`config.mk`:
```
export PLATFORM = sky130hd
export DESIGN_NAME = shift_operand_fetch
export DESIGN_NICKNAME = d
export VERILOG_FILES = /design/src/rtl/shift_operand_fetch.sv
export SDC_FILE = /design/constraint.sdc
export NUM_CORES = 1
export LEC_CHECK = 0
export CORE_ASPECT_RATIO = 2
export CORE_MARGIN = 3
export CORE_UTILIZATION = 25
export DETAILED_ROUTE_END_ITERATION = 8
export PLACE_DENSITY = 0.53
export RECOVER_POWER = 100
export SYNTH_ARGS = -nofsm -noshare
export SYNTH_HDL_FRONTEND = slang
export SYNTH_SLANG_ARGS = --single-unit
```
`constraint.sdc`:
```
create_clock -name clk -period 2.55 [get_ports clk]
set_input_delay 0.6375 -clock clk [delete_from_list [all_inputs] [get_ports clk]]
set_output_delay 0.6375 -clock clk [all_outputs]
set_load 0.005 [all_outputs]
```
`src/rtl/shift_operand_fetch.sv`:
```
// shift_operand_fetch: decodes a data-processing operand2, fetches Rm (and Rs) through a
// synchronous register-file read port and hands a registered bundle to the barrel shifter.
//
// state  | meaning
// IDLE   | ready for a request; immediate form is decoded straight into the bundle
// RD_RM  | rf_addr carries Rm
// RD_RS  | rf_addr carries Rs; Rm arrives on rf_data
// CAP    | last operand arrives on rf_data; bundle computed
// OUT    | bundle valid and frozen until out_ready
module shift_operand_fetch #(
  parameter int DW = 32
) (
  input  logic          clk,
  input  logic          rst,
  input  logic          in_valid,
  output logic          in_ready,
  input  logic          in_imm,
  input  logic [11:0]   in_op2,
  output logic [3:0]    rf_addr,
  input  logic [DW-1:0] rf_data,
  output logic          out_valid,
  input  logic          out_ready,
  output logic [DW-1:0] sh_value,
  output logic [2:0]    sh_mode,
  output logic [4:0]    sh_count,
  output logic          sh_ge32
);

  typedef enum logic [2:0] {
    S_IDLE  = 3'd0,
    S_RD_RM = 3'd1,
    S_RD_RS = 3'd2,
    S_CAP   = 3'd3,
    S_OUT   = 3'd4
  } state_t;

  localparam logic [2:0] MODE_LSL  = 3'd0;
  localparam logic [2:0] MODE_ROR  = 3'd3;
  localparam logic [2:0] MODE_RRX  = 3'd4;
  localparam logic [2:0] MODE_PASS = 3'd5;

  state_t        state_q, state_d;
  logic [11:0]   op2_q, op2_d;
  logic [DW-1:0] rm_q, rm_d;
  logic [3:0]    addr_q, addr_d;
  logic [DW-1:0] value_q, value_d;
  logic [2:0]    mode_q, mode_d;
  logic [4:0]    count_q, count_d;
  logic          ge32_q, ge32_d;

  logic [4:0]    shift_imm;
  logic [1:0]    sh_type;
  logic [7:0]    rs_amt;
  logic [3:0]    imm_rot;

  assign shift_imm = op2_q[11:7];
  assign sh_type   = op2_q[6:5];
  assign rs_amt    = rf_data[7:0];
  assign imm_rot   = in_op2[11:8];

  assign in_ready  = (state_q == S_IDLE) && !rst;
  assign out_valid = (state_q == S_OUT);
  assign rf_addr   = addr_q;
  assign sh_value  = value_q;
  assign sh_mode   = mode_q;
  assign sh_count  = count_q;
  assign sh_ge32   = ge32_q;

  always_comb begin
    state_d = state_q;
    op2_d   = op2_q;
    rm_d    = rm_q;
    addr_d  = addr_q;
    value_d = value_q;
    mode_d  = mode_q;
    count_d = count_q;
    ge32_d  = ge32_q;

    case (state_q)
      S_IDLE: begin
        if (in_valid) begin
          op2_d = in_op2;
          if (in_imm) begin
            value_d = {{(DW-8){1'b0}}, in_op2[7:0]};
            count_d = {imm_rot, 1'b0};
            mode_d  = (imm_rot != 4'd0) ? MODE_ROR : MODE_PASS;
            ge32_d  = 1'b0;
            state_d = S_OUT;
          end else begin
            addr_d  = in_op2[3:0];
            state_d = S_RD_RM;
          end
        end
      end

      S_RD_RM: begin
        if (op2_q[4]) begin
          addr_d  = op2_q[11:8];
          state_d = S_RD_RS;
        end else begin
          state_d = S_CAP;
        end
      end

      S_RD_RS: begin
        rm_d    = rf_data;
        state_d = S_CAP;
      end

      S_CAP: begin
        state_d = S_OUT;
        ge32_d  = 1'b0;
        if (!op2_q[4]) begin
          // Immediate-shift: a zero amount means 32 for LSR/ASR and RRX for ROR.
          value_d = rf_data;
          count_d = shift_imm;
          case (sh_type)
            2'b00:        mode_d = MODE_LSL;
            2'b01, 2'b10: begin
              mode_d = {1'b0, sh_type};
              ge32_d = (shift_imm == 5'd0);
            end
            default:      mode_d = (shift_imm == 5'd0) ? MODE_RRX : MODE_ROR;
          endcase
        end else begin
          value_d = rm_q;
          if (rs_amt == 8'd0) begin
            mode_d  = MODE_PASS;
            count_d = 5'd0;
          end else begin
            mode_d  = {1'b0, sh_type};
            count_d = rs_amt[4:0];
            ge32_d  = (rs_amt >= 8'd32) && (sh_type != 2'b11);
          end
        end
      end

      S_OUT: begin
        if (out_ready) state_d = S_IDLE;
      end

      default: state_d = S_IDLE;
    endcase
  end

  always_ff @(posedge clk) begin
    if (rst) begin
      state_q <= S_IDLE;
      op2_q   <= '0;
      rm_q    <= '0;
      addr_q  <= '0;
      value_q <= '0;
      mode_q  <= MODE_PASS;
      count_q <= '0;
      ge32_q  <= 1'b0;
    end else begin
      state_q <= state_d;
      op2_q   <= op2_d;
      rm_q    <= rm_d;
      addr_q  <= addr_d;
      value_q <= value_d;
      mode_q  <= mode_d;
      count_q <= count_d;
      ge32_q  <= ge32_d;
    end
  end

endmodule

```
==> metrics.log <==
INFO  metric design.die.area = 17000 um^2
INFO  metric avgViaCountPerCell = 4.63
INFO  metric final_nets = 614
INFO  metric report.final.hold_viol_count = 0
INFO  metric power_leakage = 0.00189 uW
INFO  metric finalCriticalPeriod = 2330 ps
INFO  metric mean_cell_area_of_the_mapped_netlist = 8.02 um^2
INFO  metric grt_max_degree = 91
INFO  metric fin_worst_skew = 8.86 ps
INFO  metric overflow = 0
INFO  metric io_buffers = 95
INFO  metric hpwl = 8.16 mm
INFO  metric layout_common_cells = sky130_fd_sc_hd__nand2_1 (111), sky130_fd_sc_hd__dfxtp_1 (87), sky130_fd_sc_hd__a21oi_1 (84)
INFO  metric critPathKind = reg -> out
INFO  metric grt_antenna_before_repair = 0
INFO  metric worst_setup_path_end_kind = primary output
INFO  metric clockPowerShare = 38.5%
INFO  metric seq_power_share = 44.1%
INFO  metric grt_use_met3 = 2.90%
INFO  metric failed_checks = max-capacitance violations, max-slew violations
INFO  metric area_of_combinational_cells_with_multiple_inputs = 1930 um^2
INFO  metric grt_setup_unrepaired = false
INFO  metric synthesized_net_count = 532
INFO  metric cts.reportedPaths.clkPinSlew = 70 ps
INFO  metric route.final.wire_length = 11.6 mm
INFO  metric postSynthRegisterBits = 88
INFO  metric synth_area = 3850 um^2
INFO  metric vdd_ir_drop_max = 0.296 mV
INFO  metric timing_worst_slew_pin_value = 1670 ps
INFO  metric fraction_of_final_layout_cells_sized_beyond_drive_strength_1 = 5.82%
INFO  metric layout_worst_path_cycle_share = 91.4%
INFO  metric postCtsSetupRepairBufs = 0
INFO  metric synth_to_layout_area_growth = 37.0%
INFO  metric drt_iter0_markers = 139
INFO  metric setup_viol_count_final = 0
INFO  metric tritoncts.num_buffers = 9
INFO  metric vias = 3529
INFO  metric finalWeightedCongestion = 0.788
INFO  metric hold_buffers = 0
INFO  metric timing.critical_path.required = 1910 ps
INFO  metric grt_pass1_vias = 3585
INFO  metric routing_usage_on_met1 = 16.0%
INFO  metric sw_frac_of_total = 26.8%
INFO  metric internal-power = 2520 uW
INFO  metric horiz_die_dim = 93.7 um
INFO  metric number_of_slew_limit_violations_in_the_final_report = 91
INFO  metric grt.met2_usage = 25.5%
INFO  metric yosys_warnings = 0
INFO  metric busiest_metal_layer_after_global_routing = met2
INFO  metric final-seq-area = 1760 um^2
INFO  metric cts.path.max_buffers = 2
INFO  metric grt_first_pass_wirelength = 18.8 mm
INFO  metric most_frequent_standard_cell_in_the_layout_excluding_fill_and_tap_cells = sky130_fd_sc_hd__nand2_1
INFO  metric placed_area = 4980 um^2
INFO  metric hold_path.class = reg -> reg
INFO  metric clock_tree.root_cell = sky130_fd_sc_hd__clkbuf_16
INFO  metric htreeDepth = 3
INFO  metric cap_violations = 1
INFO  metric wl_per_cell = 15.2 um
INFO  metric critical_path_arrival = 1690 ps
INFO  metric num-fill-cells = 1597
INFO  metric worst_path_max_fanout = 15
INFO  metric power_frac_comb = 17.4%
INFO  metric timing.fmax = 429 MHz
INFO  metric initial_utilization = 25.7%
INFO  metric clkSinkCount = 88
INFO  metric worstSkewPairLatency = 330 ps
INFO  metric route.detailed.drc = 0
INFO  metric num_rows = 63
INFO  metric antenna_cells = 0
INFO  metric reg2reg_slack = 680 ps
INFO  metric tns_setup = 0 ps
INFO  metric top_ports = 96
INFO  metric power.switching = 923 uW
INFO  metric die_height = 181 um
INFO  metric ys_types = 36
INFO  metric critical_path.startpoint_type = flip-flop
INFO  metric pwr_density_cell = 653 nW/um^2
INFO  metric status = finished, violations left
INFO  metric sequential_share_of_the_synthesized_area = 45.8%
INFO  metric design_area = 5270 um^2
INFO  metric syn-instance-count = 480
INFO  metric cts.repair.resized = 0
INFO  metric ant_nets = 0
INFO  metric core_footprint = 15000 um^2
INFO  metric firstDrtPassIters = 4
INFO  metric tritoncts = built
INFO  metric slew_headroom = -11.1%
INFO  metric grt_usage = 14.2%
[logic make-up after synthesis]
kind of cell    after synthesis  share of synthesized area (%)
fa+ha+maj                     3                          0.976
mux                          43                           11.2
flops                        88                           45.8
simple gates                197                           21.4
compound gates              110                           16.3
buf+inv                      39                           4.33
[per-stage QoR]
stage | hold WS, ps | worst slack, ps | util (%) | power, uW | std cells
5_1_grt | 475 | 52.9 | 35.2 | 3640 | 762
3_3_place_gp | 441 | 231 | 33.2 | 2160 | 746
2_1_floorplan | 436 | 667 | - | 1890 | 480
3_5_place_dp | 446 | 237 | 33.2 | 2180 | 746
4_1_cts | 455 | 262 | 35.3 | 3520 | 762
6_report | 450 | 220 | 35.2 | 3440 | 762
[power by group through the flow]
stage	clock [uW]	sequential [uW]	combinational (uW)
finish	1330	1520	601
global route	1430	1530	677
CTS	1370	1520	630
detailed placement	0	1550	627
global placement	0	1550	617
floorplan	0	1530	361
[path summary, 6_finish.rpt]
| check | from | endpoint | depth (start not counted) |
|---|---|---|---|
| setup / recovery | state_q[0] | in_ready | 2 |
| hold / removal | sh_value[3] | sh_value[3] | 2 |
| setup reg to reg | state_q[1] | sh_count[2] | 6 |
| hold reg to reg | sh_value[3] | sh_value[3] | 2 |
[routing by layer]
layer  wire length [um]  part of all wire (%)
met2               6360                    55
met3                490                   4.2
met1               4430                    38
met5                  0                     0
met4                293                   2.5
[synth_stat cells (all sizes together)]
master | number | area [um^2]
a211oi | 6 | 57.6
buf | 14 | 72.6
a21bo | 1 | 10.0
a311oi | 1 | 8.76
nor3 | 6 | 35.0
nand4bb | 1 | 11.3
o21ai | 2 | 10.0
a21oi | 84 | 420
nor4 | 2 | 12.5
clkbuf | 22 | 82.6
nor2b | 1 | 6.26
and2 | 1 | 7.51
nand2 | 111 | 417
or2b | 1 | 7.51
or3b | 1 | 11.3
dfxtp | 88 | 1760
o211ai | 13 | 97.6
mux2 | 1 | 11.3
and3b | 1 | 8.76
or3 | 1 | 6.26
ha | 3 | 37.5
a21o | 1 | 7.51
nor4b | 1 | 8.76
inv | 3 | 11.3
nor2 | 63 | 236
nand3b | 2 | 15.0
o41ai | 1 | 8.76
nor3b | 3 | 27.5
or4 | 1 | 7.51
nand3 | 1 | 5.00
mux2i | 42 | 420
a31oi | 1 | 6.26
[final cells by class]
class	count	share of cell area [%]
inverters	3	0.214
well taps	195	4.63
clock inverters	4	1.02
clock buffers	12	4.67
multi-input cells	353	36.5
flip-flops and latches	88	33.4
repair buffers	107	19.5
[worst max-delay path: stages, from the launching register on]
cell and delay (ps):
sky130_fd_sc_hd__dfxtp_1 470, sky130_fd_sc_hd__nor4_1 290, sky130_fd_sc_hd__dlygate4sd3_1 600
[registers in the layout, summed over array words and instances, names as in the netlist]
register and count:
state_q 3, op2_q 8, sh_count 5, rm_q 32
sh_mode 3, sh_ge32 1, sh_value 32, rf_addr 4
Note: power is estimated with default switching activity, not from simulation.
